**src/rtl/regfile_wb_sequencer_pkg.sv**
```systemverilog
// Shared types for the register-file writeback sequencer: FSM states,
// requester identities and the hard-wired zero register index.
package regfile_wb_sequencer_pkg;

  typedef enum logic {INIT, RUN} state_t;

  // Encoding doubles as the bit position in the arbiter request/grant vectors.
  typedef enum logic {SRC_ALU, SRC_MEM} src_t;

  localparam int X0 = 0;

endpackage

```
**src/rtl/regfile_wb_sequencer_if.sv**
```systemverilog
// Writeback bus: two requester channels (ALU, load unit) plus the
// register-file write port driven by the sequencer.
interface regfile_wb_sequencer_if #(
  parameter int DATA_W = 32,
  parameter int ADDR_W = 5
);
  // Valid/ready: a transfer happens on a cycle where valid && ready are both
  // high; while valid is high and ready is low, rd/data must stay unchanged.
  logic              alu_valid;
  logic [ADDR_W-1:0] alu_rd;
  logic [DATA_W-1:0] alu_data;
  logic              alu_ready;
  logic              mem_valid;
  logic [ADDR_W-1:0] mem_rd;
  logic [DATA_W-1:0] mem_data;
  logic              mem_ready;
  logic [ADDR_W-1:0] rd;
  logic              writeEnable;
  logic [DATA_W-1:0] writeData;

  modport slave (
    input  alu_valid, alu_rd, alu_data, mem_valid, mem_rd, mem_data,
    output alu_ready, mem_ready, rd, writeEnable, writeData
  );

  modport master (
    output alu_valid, alu_rd, alu_data, mem_valid, mem_rd, mem_data,
    input  alu_ready, mem_ready, rd, writeEnable, writeData
  );
endinterface

```
**src/rtl/regfile_wb_sequencer_arb.sv**
```systemverilog
// Two-input round-robin arbiter; pri names the source that wins a tie.
// x0 requests are expected to be masked off before they reach req.
module wb_rr_arbiter2
  import regfile_wb_sequencer_pkg::*;
(
  input  logic [1:0] req,
  input  src_t       pri,
  output logic [1:0] gnt
);

  always_comb begin
    gnt = 2'b00;
    case (req)
      2'b01:   gnt = 2'b01;
      2'b10:   gnt = 2'b10;
      2'b11:   gnt = (pri == SRC_MEM) ? 2'b10 : 2'b01;
      default: gnt = 2'b00;
    endcase
  end

endmodule

```
**src/rtl/regfile_wb_sequencer.sv**
```systemverilog
// Single write-port owner for the integer register file: clears x1..x31
// after reset, then arbitrates ALU and load writebacks round-robin.
module regfile_wb_sequencer
  import regfile_wb_sequencer_pkg::*;
#(
  parameter int DATA_W     = 32,
  parameter int ADDR_W     = 5,
  parameter int NUM_REGS   = 32,
  parameter int INIT_CLEAR = 1
) (
  input  logic                   clk,
  input  logic                   rst,
  regfile_wb_sequencer_if.slave  wb,
  output logic                   init_done,
  output state_t                 state
);

  state_t            stateNext;
  logic [ADDR_W-1:0] cnt;
  src_t              rrPri;
  logic              initDoneQ;
  logic              running;
  logic              lastClear;
  logic              aluNz;
  logic              memNz;
  logic [1:0]        req;
  logic [1:0]        gnt;

  assign running   = !rst && (state == RUN);
  assign lastClear = (cnt == ADDR_W'(NUM_REGS - 1));
  assign aluNz     = wb.alu_valid && (wb.alu_rd != ADDR_W'(X0));
  assign memNz     = wb.mem_valid && (wb.mem_rd != ADDR_W'(X0));
  assign req       = running ? {memNz, aluNz} : 2'b00;

  wb_rr_arbiter2 u_arb (
    .req (req),
    .pri (rrPri),
    .gnt (gnt)
  );

  // x0 writes are acknowledged and dropped without consuming arbitration.
  assign wb.alu_ready = running && wb.alu_valid &&
                        ((wb.alu_rd == ADDR_W'(X0)) || gnt[SRC_ALU]);
  assign wb.mem_ready = running && wb.mem_valid &&
                        ((wb.mem_rd == ADDR_W'(X0)) || gnt[SRC_MEM]);

  // With no clear sequence, readiness is visible as soon as reset drops.
  assign init_done = initDoneQ || ((INIT_CLEAR == 0) && !rst);

  always_comb begin
    stateNext = state;
    if (state == INIT && lastClear) stateNext = RUN;
  end

  always_ff @(posedge clk) begin
    if (rst) state <= (INIT_CLEAR != 0) ? INIT : RUN;
    else     state <= stateNext;
  end

  always_ff @(posedge clk) begin
    if (rst) begin
      cnt            <= ADDR_W'(1);
      rrPri          <= SRC_MEM;
      initDoneQ      <= 1'b0;
      wb.rd          <= '0;
      wb.writeEnable <= 1'b0;
      wb.writeData   <= '0;
    end else if (state == INIT) begin
      wb.rd          <= cnt;
      wb.writeData   <= '0;
      wb.writeEnable <= 1'b1;
      cnt            <= cnt + ADDR_W'(1);
      if (lastClear) initDoneQ <= 1'b1;
    end else if (gnt[SRC_ALU]) begin
      wb.rd          <= wb.alu_rd;
      wb.writeData   <= wb.alu_data;
      wb.writeEnable <= 1'b1;
      rrPri          <= SRC_MEM;
    end else if (gnt[SRC_MEM]) begin
      wb.rd          <= wb.mem_rd;
      wb.writeData   <= wb.mem_data;
      wb.writeEnable <= 1'b1;
      rrPri          <= SRC_ALU;
    end else begin
      wb.writeEnable <= 1'b0;
    end
  end

endmodule

```
**src/flat_wrapper.sv**
```systemverilog
// flat-port wrapper written by rule: the top's interface ports become plain ports
module regfile_wb_sequencer_flat import regfile_wb_sequencer_pkg::*;
#(
  parameter int DATA_W     = 32,
  parameter int ADDR_W     = 5,
  parameter int NUM_REGS   = 32,
  parameter int INIT_CLEAR = 1
)
  (clk, rst, init_done, state, wb_alu_valid, wb_alu_rd, wb_alu_data, wb_mem_valid, wb_mem_rd, wb_mem_data, wb_alu_ready, wb_mem_ready, wb_rd, wb_writeEnable, wb_writeData);
  regfile_wb_sequencer_if #(.DATA_W(DATA_W), .ADDR_W(ADDR_W)) wb_i ();
  input  logic clk;
  input  logic rst;
  output logic init_done;
  output state_t state;
  input wire logic [$bits(wb_i.alu_valid)-1:0] wb_alu_valid;
  input wire logic [$bits(wb_i.alu_rd)-1:0] wb_alu_rd;
  input wire logic [$bits(wb_i.alu_data)-1:0] wb_alu_data;
  input wire logic [$bits(wb_i.mem_valid)-1:0] wb_mem_valid;
  input wire logic [$bits(wb_i.mem_rd)-1:0] wb_mem_rd;
  input wire logic [$bits(wb_i.mem_data)-1:0] wb_mem_data;
  output wire logic [$bits(wb_i.alu_ready)-1:0] wb_alu_ready;
  output wire logic [$bits(wb_i.mem_ready)-1:0] wb_mem_ready;
  output wire logic [$bits(wb_i.rd)-1:0] wb_rd;
  output wire logic [$bits(wb_i.writeEnable)-1:0] wb_writeEnable;
  output wire logic [$bits(wb_i.writeData)-1:0] wb_writeData;
  assign wb_i.alu_valid = wb_alu_valid;
  assign wb_i.alu_rd = wb_alu_rd;
  assign wb_i.alu_data = wb_alu_data;
  assign wb_i.mem_valid = wb_mem_valid;
  assign wb_i.mem_rd = wb_mem_rd;
  assign wb_i.mem_data = wb_mem_data;
  assign wb_alu_ready = wb_i.alu_ready;
  assign wb_mem_ready = wb_i.mem_ready;
  assign wb_rd = wb_i.rd;
  assign wb_writeEnable = wb_i.writeEnable;
  assign wb_writeData = wb_i.writeData;
  regfile_wb_sequencer #(.DATA_W(DATA_W), .ADDR_W(ADDR_W), .NUM_REGS(NUM_REGS), .INIT_CLEAR(INIT_CLEAR)) u_core (.clk(clk), .rst(rst), .wb(wb_i), .init_done(init_done), .state(state));
endmodule
```
**config.mk**
```make
export PLATFORM = sky130hd
export DESIGN_NAME = regfile_wb_sequencer_flat
export DESIGN_NICKNAME = d
export VERILOG_FILES = /design/src/rtl/regfile_wb_sequencer_pkg.sv /design/src/rtl/regfile_wb_sequencer_if.sv /design/src/rtl/regfile_wb_sequencer_arb.sv /design/src/rtl/regfile_wb_sequencer.sv /design/src/flat_wrapper.sv
export SDC_FILE = /design/constraint.sdc
export NUM_CORES = 1
export LEC_CHECK = 0
export CORE_ASPECT_RATIO = 0.8
export CORE_UTILIZATION = 39
export CTS_BUF_LIST = sky130_fd_sc_hd__clkbuf_8 sky130_fd_sc_hd__clkbuf_16
export DETAILED_ROUTE_END_ITERATION = 7
export GPL_TIMING_DRIVEN = 0
export PLACE_DENSITY = 0.83
export SLEW_MARGIN = 20
export SYNTH_ARGS = -nofsm -noshare
export SYNTH_HDL_FRONTEND = slang
export SYNTH_SLANG_ARGS = --single-unit
```
**constraint.sdc**
```tcl
create_clock -name clk -period 3.9 [get_ports clk]
set_clock_uncertainty 0.1 [all_clocks]
set_input_delay 0.975 -clock clk [delete_from_list [all_inputs] [get_ports clk]]
set_output_delay 0.975 -clock clk [all_outputs]
set_load 0.1 [all_outputs]
```
==> impl_summary.txt <==
----------------------------------------------------
[Finish]
  Fill count ... 372
  Diodes inserted ... 0
  Non-filler cells, final ... 380
  Flip-flop and latch area ... 900.9 um^2
  Post-Layout Inst Area ... 3303 um^2
  Synth-to-Final Area Change ... 71.32%
  Multi-input combinational cell area ... 880.8 um^2
  Share of final-layout standard cells stronger than drive strength 1 ... 0.1031
  Final #Nets ... 399

[Timing]
  RSZ-0062 raised after global routing ... false
  Final slew viol count ... 0
  Total count of hold-check failures in the final report ... 0
  Sum of negative setup slack ... 0 ns
  Shortest period the worst path allows ... 3.832 ns
  Tcrit/Tclk final ... 0.9825
  Fmax ... 0.2610 GHz
  Final setup violation count ... 0
  Worst-case headroom to the max-slew limit ... 0.3317
  Worst setup margin ... 0.06828 ns
  Actual slew at the worst max-slew pin ... 0.9993 ns

[Place]
  Half-perimeter wire length of the detailed placement result ... 4386 um
  Cell count after placement ... 370
  Worst setup timing slack at the placement stage ... -0.8683 ns
  Number of buffer cells added on primary ports ... 119
  Total placed instance area ... 3206 um^2
  Final RePlAce weighted congestion ... 0.8337

[Routing]
  Post-detailed-route wirelength per cell ... 15.52 um
  Post-detailed-routing wire length ... 5899 um
  Detailed Routing Iterations Pass 1 ... 5
  DRC ... 0
  Number of vias per cell after detailed routing ... 5.492
  Via count ... 2087
  Antenna-violating nets left ... 0
  1st-iter DRT viols ... 197

[CTS]
  Post-CTS clock slew at the launch and capture registers of the worst setup and hold paths ... 0.08 ns
  Number of hold buffers added after cts ... 0
  CTS tree ... yes
  Largest buffer count on any clock path ... 2
  Number of buffers added by the clock tree synthesis step ... 5
  Number of H-tree levels ... 2
  Clock insertion delay at the later pin of the skew report ... 0.29 ns
  CTS Sinks ... 45
  CTS root buffer ... sky130_fd_sc_hd__clkbuf_8

[Worst hold path]
  Startpoint of the worst hold path ... u_core.wb.writeData[13]$_SDFFE_PP0P_
  Min-Delay Path Class ... register to register
  Worst hold path depth ... 2
  Destination of the worst hold path ... u_core.wb.writeData[13]$_SDFFE_PP0P_

[Floorplanning]
  Row count ... 22
  Die Footprint ... 5231 um^2
  Horizontal die dimension ... 80.61 um
  # IOs ... 120
  Chip height ... 64.89 um
  Area of the placeable core ... 4679 um^2
  Effective utilization at floorplan ... 0.4120

[Synthesis]
  Area share of the largest cell type after synthesis ... 0.4672
  Async set or reset register ratio after synthesis ... 0
  Number of synthesized register bits ... 45
  Total nets after synthesis ... 271
  Number of synthesized flops with an enable pin ... 0
  Cell area after synthesis ... 1928 um^2
  Most frequently used cell type in the post-synthesis netlist ... sky130_fd_sc_hd__dfxtp_1
  Distinct cells, synth ... 33
  Synthesized instance count ... 191
  Post-synth top flop ... sky130_fd_sc_hd__dfxtp_1
  Average cell area after synthesis ... 10.09 um^2
  Leading cell types by total area after synthesis ... sky130_fd_sc_hd__dfxtp_1 (47%), sky130_fd_sc_hd__a222oi_1 (17%), sky130_fd_sc_hd__nor2_1 (8.0%), sky130_fd_sc_hd__buf_6 (5.3%), sky130_fd_sc_hd__nor2b_1 (2.3%)
  Commonest cells in the synthesized netlist ... sky130_fd_sc_hd__dfxtp_1 (45), sky130_fd_sc_hd__nor2_1 (41), sky130_fd_sc_hd__a222oi_1 (32), sky130_fd_sc_hd__buf_6 (9), sky130_fd_sc_hd__nor2b_1 (7)
  Yosys Warn Count ... 0
  Cell accounting for the most synthesized area ... sky130_fd_sc_hd__dfxtp_1
  Register area share after synthesis ... 0.4672

[Global routing]
  Congestion Overflow GR ... 0
  Vias in the first global route ... 1989
  Maximum number of pins on one net before global-route repair ... 14
  GRT Overall Usage ... 0.2354
  Antenna violations before repair ... 0
  Wire length of the first global-routing pass ... 9446 um

[Worst setup path]
  Worst-path fanout max ... 2
  Required time of the critical path ... 2.82 ns
  Worst reg2reg endpoint ... u_core.wb.writeData[18]$_SDFFE_PP0P_
  Worst Setup End Kind ... primary output
  Critical path type ... input port to primary output
  Setup crit start kind ... input port
  Cell depth of the worst flop-to-flop path ... 8
  Source of the worst register-to-register timing path ... u_core.state$_SDFFE_PP0P_
  Arrival time of data at the critical path endpoint ... 2.76 ns
  Reg-to-reg setup timing slack ... 1.69 ns

[Pwr]
  LEAKAGE ... 1.182 nW
  Worst ir drop on vdd ... 0.2063 mV
  Pwr dens ... 266.7 nW/um^2

[Outcome]
  Outcome ... completed

[Run]
  Max cap viols ... 0

----------------------------------------------------
-- worst max-delay path, stage by stage --
cell,delay (ns)
sky130_fd_sc_hd__clkdlybuf4s50_1,0.41
sky130_fd_sc_hd__or4_4,0.57
sky130_fd_sc_hd__or2_2,0.32
sky130_fd_sc_hd__a31oi_2,0.17
sky130_fd_sc_hd__buf_4,0.31
-- stage by stage --
stage                     hold slack [ns]  utilization   power, W
final                              0.4047       0.7059  0.0008810
after global routing               0.4343       0.7059  0.0009238
after CTS                          0.4118       0.7027  0.0008904
after detailed placement           0.3867       0.6850  0.0006179
after global placement             0.3780       0.6850  0.0006159
after floorplan                    0.3824            -  0.0005255
-- where the power goes --
group,internal [W],total [W],switching [W]
Combinational,0.0000839,0.000136,0.0000517
Sequential,0.000467,0.000472,0.00000553
Clock,0.000122,0.000273,0.000152
-- worst max path at each step --
stage / startpoint / endpoint / cells past startpoint
after detailed placement: wb_alu_rd[2] / wb_mem_ready / 6
after global routing: wb_alu_rd[1] / wb_mem_ready / 6
after floorplan: wb_alu_rd[2] / wb_mem_ready / 4
final: wb_alu_rd[2] / wb_alu_ready / 5
after global placement: wb_alu_rd[2] / wb_mem_ready / 6
after CTS: wb_alu_rd[2] / wb_mem_ready / 6
-- area by class of cell --
class                      instances  area share
inverter                           2    0.002273
clock buffer                       5     0.02083
tap                               60     0.02273
buffer                            18     0.04545
clock inverter                     3    0.004545
multi-input combinational        126      0.2667
sequential                        45      0.2727
timing repair buffer             121      0.3648
-- sequential cells by signal, summed over array words and instances, names as in the netlist --
name / cells
u_core.rrPri: 1
u_core.cnt: 5
u_core.state: 1
u_core.wb.writeData: 32
u_core.wb.rd: 5
u_core.wb.writeEnable: 1
-- cell usage in the layout (no fill, tap or decap), types with 6 or more instances in the layout --
cell type / synthesis / layout
sky130_fd_sc_hd__a222oi_1: 32 / 32
sky130_fd_sc_hd__buf_6: 9 / 10
sky130_fd_sc_hd__a21oi_1: 6 / 6
sky130_fd_sc_hd__buf_4: 4 / 7
sky130_fd_sc_hd__nor2b_1: 7 / 7
sky130_fd_sc_hd__nor2_1: 41 / 41
sky130_fd_sc_hd__dfxtp_1: 45 / 45
sky130_fd_sc_hd__clkdlybuf4s50_1: 0 / 117
-- metal layers --
metal  global-route usage  routed length (um)  vias to the layer above
met3              0.06620                 561                        4
met1               0.3166                2599                      976
met5                    0                   0                        -
met4              0.06473                  36                        0
met2               0.3665                2702                      110
li1                     -                   -                      997
-- what timing repair did --
action,in CTS,in global routing
endpoints found under the setup margin,2,1
pin swaps,0,2
buffers inserted,0,2
gates cloned,0,0
resized for setup,13,0
-- cell families (layout without fill, tap and decap cells) --
logic type,Yosys count,count (layout),synth area share
compound gates,57,57,0.2654
xor+xnor,2,2,0.009087
fa+ha+maj,2,2,0.01298
buf+inv,20,149,0.08177
flops,45,45,0.4672
mux,2,2,0.01038
simple gates,63,63,0.1532
Power figures use the tool's default switching activity.
